### src/rtl/core_pkg.sv
// core_pkg: shared EX-stage entry types, ALU op codes and helpers.
package core_pkg;
   localparam int CORE_DATA_W = 32;
   localparam int CORE_OP_W   = 5;
   localparam int CORE_RD_W   = 5;
   localparam int CORE_PC_W   = 32;

   localparam logic [CORE_OP_W-1:0] ALU_OP_ADD = 5'd0;
   localparam logic [CORE_OP_W-1:0] ALU_OP_SUB = 5'd1;
   localparam logic [CORE_OP_W-1:0] ALU_OP_XOR = 5'd2;
   localparam logic [CORE_OP_W-1:0] ALU_OP_AND = 5'd3;
   localparam logic [CORE_OP_W-1:0] ALU_OP_OR  = 5'd4;

   typedef struct packed {
      logic [CORE_OP_W-1:0]   op;
      logic [CORE_DATA_W-1:0] in1;
      logic [CORE_DATA_W-1:0] in2;
      logic [CORE_RD_W-1:0]   rd;
      logic [CORE_PC_W-1:0]   pc;
   } ex_entry_t;

   typedef struct packed {
      logic [CORE_RD_W-1:0]   rd;
      logic [CORE_DATA_W-1:0] data;
      logic [CORE_PC_W-1:0]   pc;
   } wb_entry_t;

   // Saturating increment: a long-stalled counter must never wrap back to small values.
   function automatic logic [31:0] sat_inc32(input logic [31:0] v);
      return (&v) ? v : v + 32'd1;
   endfunction
endpackage

### src/rtl/core_pipe_skid.sv
// core_pipe_skid: main+skid two-entry buffer with flush; ready depends only on the skid flop.
module core_pipe_skid #(
   parameter type T = logic [31:0]
) (
   input  logic clk,
   input  logic rest,
   input  logic flush,
   input  logic i_valid,
   output logic o_ready,
   input  T     i_data,
   input  logic i_pop,
   output logic o_valid,
   output T     o_data
);
   logic r_main_v, r_skid_v;
   T     r_main, r_skid;
   logic w_fire, w_adv;

   assign o_ready = ~r_skid_v;
   assign w_fire  = i_valid & ~r_skid_v;
   assign w_adv   = ~r_main_v | i_pop;
   assign o_valid = r_main_v;
   assign o_data  = r_main;

   always_ff @(posedge clk or negedge rest) begin
      if (!rest) begin
         r_main_v <= 1'b0;
         r_skid_v <= 1'b0;
         r_main   <= '0;
         r_skid   <= '0;
      end else if (flush) begin
         r_main_v <= 1'b0;
         r_skid_v <= 1'b0;
      end else if (w_adv) begin
         r_main_v <= r_skid_v | w_fire;
         r_skid_v <= 1'b0;
         if (r_skid_v)
            r_main <= r_skid;
         else if (w_fire)
            r_main <= i_data;
      end else if (w_fire) begin
         r_skid   <= i_data;
         r_skid_v <= 1'b1;
      end
   end
endmodule

### src/rtl/core_id_ex_reg.sv
// core_id_ex_reg: ID->EX issue register with skid slot, ALU wait handshake and
// registered MEM/WB result slot.
module core_id_ex_reg
   import core_pkg::*;
#(
   parameter int DATA_W = 32,
   parameter int OP_W   = 5,
   parameter int RD_W   = 5
) (
   input  logic              clk,
   input  logic              rest,
   input  logic              flush,
   input  logic              id_valid,
   output logic              id_ready,
   input  logic [OP_W-1:0]   id_op,
   input  logic [DATA_W-1:0] id_in1,
   input  logic [DATA_W-1:0] id_in2,
   input  logic [RD_W-1:0]   id_rd,
   input  logic [31:0]       id_pc,
   output logic [OP_W-1:0]   alu_op,
   output logic [DATA_W-1:0] alu_in1,
   output logic [DATA_W-1:0] alu_in2,
   output logic              alu_op_wait_handle,
   input  logic              alu_op_ready,
   input  logic [DATA_W-1:0] alu_out,
   output logic              wb_valid,
   input  logic              wb_ready,
   output logic [RD_W-1:0]   wb_rd,
   output logic [DATA_W-1:0] wb_data,
   output logic [31:0]       wb_pc,
   output logic [31:0]       stall_cnt
);
   typedef struct packed {
      logic [OP_W-1:0]   op;
      logic [DATA_W-1:0] in1;
      logic [DATA_W-1:0] in2;
      logic [RD_W-1:0]   rd;
      logic [31:0]       pc;
   } ex_t;

   ex_t               w_id_entry, w_main;
   logic              w_main_v, w_out_free, w_retire;
   logic              r_out_v;
   logic [RD_W-1:0]   r_out_rd;
   logic [DATA_W-1:0] r_out_data;
   logic [31:0]       r_out_pc, r_stall_cnt;

   assign w_id_entry = {id_op, id_in1, id_in2, id_rd, id_pc};

   core_pipe_skid #(.T(ex_t)) u_pipe (
      .clk     (clk),
      .rest    (rest),
      .flush   (flush),
      .i_valid (id_valid),
      .o_ready (id_ready),
      .i_data  (w_id_entry),
      .i_pop   (w_retire),
      .o_valid (w_main_v),
      .o_data  (w_main)
   );

   // A retire in the flush cycle is dropped so the redirected op never reaches WB.
   assign w_out_free = ~r_out_v | wb_ready;
   assign w_retire   = w_main_v & alu_op_ready & w_out_free & ~flush;

   assign alu_op             = w_main_v ? w_main.op  : '0;
   assign alu_in1            = w_main_v ? w_main.in1 : '0;
   assign alu_in2            = w_main_v ? w_main.in2 : '0;
   assign alu_op_wait_handle = w_main_v & ~w_out_free;

   assign wb_valid  = r_out_v;
   assign wb_rd     = r_out_rd;
   assign wb_data   = r_out_data;
   assign wb_pc     = r_out_pc;
   assign stall_cnt = r_stall_cnt;

   always_ff @(posedge clk or negedge rest) begin
      if (!rest) begin
         r_out_v     <= 1'b0;
         r_out_rd    <= '0;
         r_out_data  <= '0;
         r_out_pc    <= '0;
         r_stall_cnt <= '0;
      end else begin
         if (w_retire) begin
            r_out_v    <= 1'b1;
            r_out_rd   <= w_main.rd;
            r_out_data <= alu_out;
            r_out_pc   <= w_main.pc;
         end else if (wb_ready) begin
            r_out_v <= 1'b0;
         end
         if (w_main_v & ~w_retire & ~flush)
            r_stall_cnt <= sat_inc32(r_stall_cnt);
      end
   end
endmodule

### config.mk
export PLATFORM = sky130hd
export DESIGN_NAME = core_id_ex_reg
export DESIGN_NICKNAME = d
export VERILOG_FILES = /design/src/rtl/core_pkg.sv /design/src/rtl/core_pipe_skid.sv /design/src/rtl/core_id_ex_reg.sv
export SDC_FILE = /design/constraint.sdc
export NUM_CORES = 1
export LEC_CHECK = 0
export ABC_AREA = 1
export ABC_CLOCK_PERIOD_IN_PS = 4500
export BUFFER_PORTS_ARGS = -buffer_cell sky130_fd_sc_hd__buf_2
export CORE_ASPECT_RATIO = 1.75
export CORE_MARGIN = 3
export CORE_UTILIZATION = 55
export CTS_CLUSTER_DIAMETER = 200
export DETAILED_ROUTE_END_ITERATION = 10
export PLACE_DENSITY = 0.81
export SLEW_MARGIN = 20
export SYNTH_ARGS = -nofsm -noshare
export SYNTH_HDL_FRONTEND = slang
export SYNTH_SLANG_ARGS = --single-unit
### constraint.sdc
create_clock -name clk -period 4.5 [get_ports clk]
set_clock_uncertainty 0.2 [all_clocks]
set_input_delay 1.125 -clock clk [delete_from_list [all_inputs] [get_ports clk]]
set_output_delay 1.125 -clock clk [all_outputs]
set_load 0.02 [all_outputs]
======== Yosys cells after proc, flatten, opt, wreduce, memory -nomap -nowiden ========
Cells that the tools add are included.
W data, S select, Z words.
word-level totals
  input port bits ......................... 144
  bits in registers ....................... 316
  logic and storage cells ................. 56
operators by class
  add/sub/neg operators ................... 1
  muxes and demuxes ....................... 12
  reductions and logical operators ........ 8
  bitwise gates (word level) .............. 18
operator list
  operator                 count
  $mux W106                2
  $mux W32                 2
  $add A32 B1 Y32 const B  1
  $reduce_and A32 Y1       1
  $not A1 Y1               8
  $and A1 B1 Y1            7
  $mux W1                  7
  $reduce_and A3 Y1        2
  $reduce_bool A2 Y1       3
  $mux W5                  1
  $or A1 B1 Y1             3
  $reduce_bool A3 Y1       1
  $reduce_and A2 Y1        1

======== Logic depth before layout (Yosys ltp) ========
  depth in word-level cells ............... 8
  depth in mapped cells ................... 12
  gate-level depth less buffers ........... 10

======== Cells and area by module ========
A second synthesis with hierarchy kept.
second synthesis, totals
  cell total of the unflattened synthesis .. 2065
  area total of the unflattened synthesis .. 15097.0 sq um
by module, submodules not included
  module          cells an instance  sequential area each (sq um)  times used  area an instance (sq um)
  core_pipe_skid  1274               5355.1                        1           9690.5
  core_id_ex_reg  791                2552.4                        1           5406.4

======== Worst setup path before layout ========
No wires, ideal clock.
  kind .................................... input to output
  start ................................... in wb_ready
  end ..................................... out alu_op_wait_handle
  setup slack ............................. 1628 ps
  path buffers ............................ 0
  cell stages on the path ................. 3
  data arrival time ....................... 1547 ps
  data required time ...................... 3175 ps
  path through ............................ inv_1 nand2_1 nor2_1
between the ends
  word-level cells in the longest chain between the ends .. 3
ends and longest elaborated chain
  what             line                  source
  start, declared  core_id_ex_reg.sv:27  input logic wb_ready,
  $or A1 B1 Y1     core_id_ex_reg.sv:63  assign w_out_free = ~r_out_v | wb_ready;
  $not A1 Y1       core_id_ex_reg.sv:69  assign alu_op_wait_handle = w_main_v & ~w_out_free;
  $and A1 B1 Y1    core_id_ex_reg.sv:69
  end, declared    core_id_ex_reg.sv:23  output logic alu_op_wait_handle,
No other way between the ends.

======== Worst setup path after layout ========
  start ................................... reg u_pipe.r_main_v (netlist: u_pipe.o_valid)
  end ..................................... out alu_in1[30]
between the ends
  word-level cells in the longest chain between the ends .. 1
ends and longest elaborated chain
  what                    line                  source
  start, declared         core_pipe_skid.sv:15  logic r_main_v, r_skid_v;
  start signal, assigned  core_pipe_skid.sv:35  r_main_v <= r_skid_v | w_fire;
  $mux W32                core_id_ex_reg.sv:67  assign alu_in1 = w_main_v ? w_main.in1 : '0;
  end, declared           core_id_ex_reg.sv:21  output logic [DATA_W-1:0] alu_in1,
No other way between the ends.

==> out/qor.yml <==
clock_tree:
  holdBufCountCts: 0
  cts_sinks: 316
  cts_buffer_depth: 3
  cts_resized: 0
  cts_root_buffer: "clkbuf_16"
  cts_setup_buffers: 0
  htreeDepth: 1
  cts_tree: "built"
  insertion_delay_ns: 0.57
  clk_pin_slew_ns: 0.06
  cts_buffers: 29
power_and_ir_drop:
  p_leak_nw: 9.73
  peakVddDrop_v: 0.000326
  power_mw: 8.11
  power.density_nw_per_um2: 473
floorplan:
  die_h_um: 220
  core_um2: 25500
  dieArea_um2: 28300
  die_w_um: 128
  pin_count: 317
  start_util: 0.565
  rows: 77
detailed_routing:
  postRouteAntennaNets: 0
  drc: 0
  vias: 12100
  drtIter0Drc: 643
  avgViaCountPerCell: 5.09
  wl_um: 35100
  wl_per_cell_um: 14.8
  dr.pass1.iters: 6
place:
  dpl-instance-area_um2: 16200
  placed_cells: 2326
  gp_congestion: 0.924
  dpl.hpwl_um: 24200
  dp_worst_setup_slack_ns: 1.26
  port_buffers: 316
timing:
  drv_slew: 0
  setup_ws_ns: 1.18
  slew_headroom: 0.304
  fin_hold_ws_ns: 0.281
  rsz0062_at_grt: "false"
  fmax_ghz: 0.301
  period_share: 0.739
  tightest_slew_ns: 1.04
  hold_violations: 0
  final.setup.tns_ns: 0
  setup_violations: 0
  period_needed_ns: 3.32
critical_path:
  crit_arrival_ns: 2.00
  crit_chain: "buf_4 > nand2_1 > inv_1 > buf_2"
  crit_fanout: 37
  cp.required_ns: 3.17
  endpoint_kind: "output pin"
  path_class: "flip-flop to output pin"
  start_kind: "flip-flop"
  cpMaxStageDelayCell: "dfrtp_2"
  slowest_delay_ns: 0.56
grt:
  gr-total-overflow: 0
  grt_antenna_before_repair: 2
  grt_use_total: 0.247
  grt_pass1_wl_um: 57200
  grt_pass1_vias: 11600
  grt_max_degree: 118
yosys:
  syn-cell-area_um2: 14400
  synth.area.top_cells: "dfrtp_1 55%, nand2_1 18%, o21ai_0 6.6%"
  synth_cell_types: 27
  ys_seq_area_frac: 0.548
  synth_seq_cells: 316
  synth_edf_count: 0
  yosysWarnings: 0
  synth_area_leader_cell: "dfrtp_1"
  synth_top_area_frac: 0.548
  syn_nets: 1910
  yosys_most_used_dff: "dfrtp_1"
  syn_avg_cell_area_um2: 8.17
  synth_cells: 1765
  synthArstFlopShare: 1.00
worst_hold_path:
  min_path_type: "flip-flop to flip-flop"
final_layout:
  drive_gt1_frac: 0.210
  fin_area_um2: 17100
  utilization: 0.671
  mostFrequentLayoutCell: "nand2_1"
  nets: 2186
  syn2layout_area_growth_pct: 18.8
  fillCellCount: 2099
  multi_input_area_um2: 5130
  register_area_um2: 7910
  final_cell_mix: "689 x nand2_1, 315 x buf_2, 314 x dfrtp_1"
  fin_cells: 2380
run_status:
  status: "finished, final reports clean"
run:
  cap_violations: 0
## kinds of logic (layout without fill, tap and decap cells)
group | after synthesis | count (layout) | synth area share
AO/OA/AOI/OAI | 293 | 293 | 0.114
XOR/XNOR | 13 | 13 | 0.00789
adder cells (fa/ha/maj) | 1 | 1 | 0.000867
buffers and inverters | 339 | 637 | 0.0967
flip-flops | 316 | 316 | 0.548
multiplexers | 32 | 32 | 0.0250
other | 0 | 1 | 0
AND/OR/NAND/NOR | 771 | 771 | 0.208
## synth_stat cells (all sizes together) (2+ instances only)
cell type  count
o211ai        69
nand2        694
inv          247
mux2          32
o21ai        222
a21oi          2
xor2           8
dfrtp        316
nor2          56
clkbuf        45
nand3         20
xnor2          5
buf           47
## path summary, 6_finish.rpt
kind / to / slack [ns] / cells after the start / start
setup reg to reg: u_pipe.o_data[92] / 1.88 / 7 / u_pipe.o_valid
max in group asynchronous: stall_cnt[4] / 2.75 / 2 / rest
hold reg to reg: u_pipe.o_data[70] / 0.28 / 2 / u_pipe.o_data[70]
setup / recovery: alu_in1[30] / 1.18 / 4 / u_pipe.o_valid
hold / removal: u_pipe.o_data[70] / 0.28 / 2 / u_pipe.o_data[70]
min in group asynchronous: u_pipe.r_skid[74] / 0.42 / 1 / rest
## critical path, delay by kind of cell, from the launching register on
family | cells | cell delay (ns)
AND/OR/NAND/NOR | 1 | 0.16
flip-flops | 1 | 0.56
buffers and inverters | 3 | 0.69
## per-layer routing
| layer | vias to the layer above | track usage | routed length [um] |
|---|---|---|---|
| met5 | - | 0 | 14 |
| met4 | 4 | 0.105 | 1390 |
| met3 | 76 | 0.0348 | 2200 |
| met2 | 403 | 0.429 | 17900 |
| met1 | 5639 | 0.307 | 13600 |
| li1 | 6000 | - | - |
## sequential cells by signal (all words and copies together) (netlist names)
register and flops:
wb_data 32, wb_rd 5, u_pipe.r_skid 106, u_pipe.o_data 106, u_pipe.r_skid_v 1, u_pipe.o_valid 1
stall_cnt 32, wb_pc 32, wb_valid 1
## report_power, final
group	total (mW)	switching [mW]	internal [mW]
logic	1.73	1.10	0.630
clock network	2.49	1.08	1.41
registers	3.88	0.378	3.50
total	8.11	2.56	5.55
## layout make-up
class	count	share of cell area
sequential	316	0.462
multi-input combinational	1110	0.300
timing repair buffer	337	0.104
inverter	247	0.0546
clock buffer	45	0.0517
tap	316	0.0231
clock inverter	8	0.00467
antenna	1	0.000146
(Power assumes the default switching activity.)
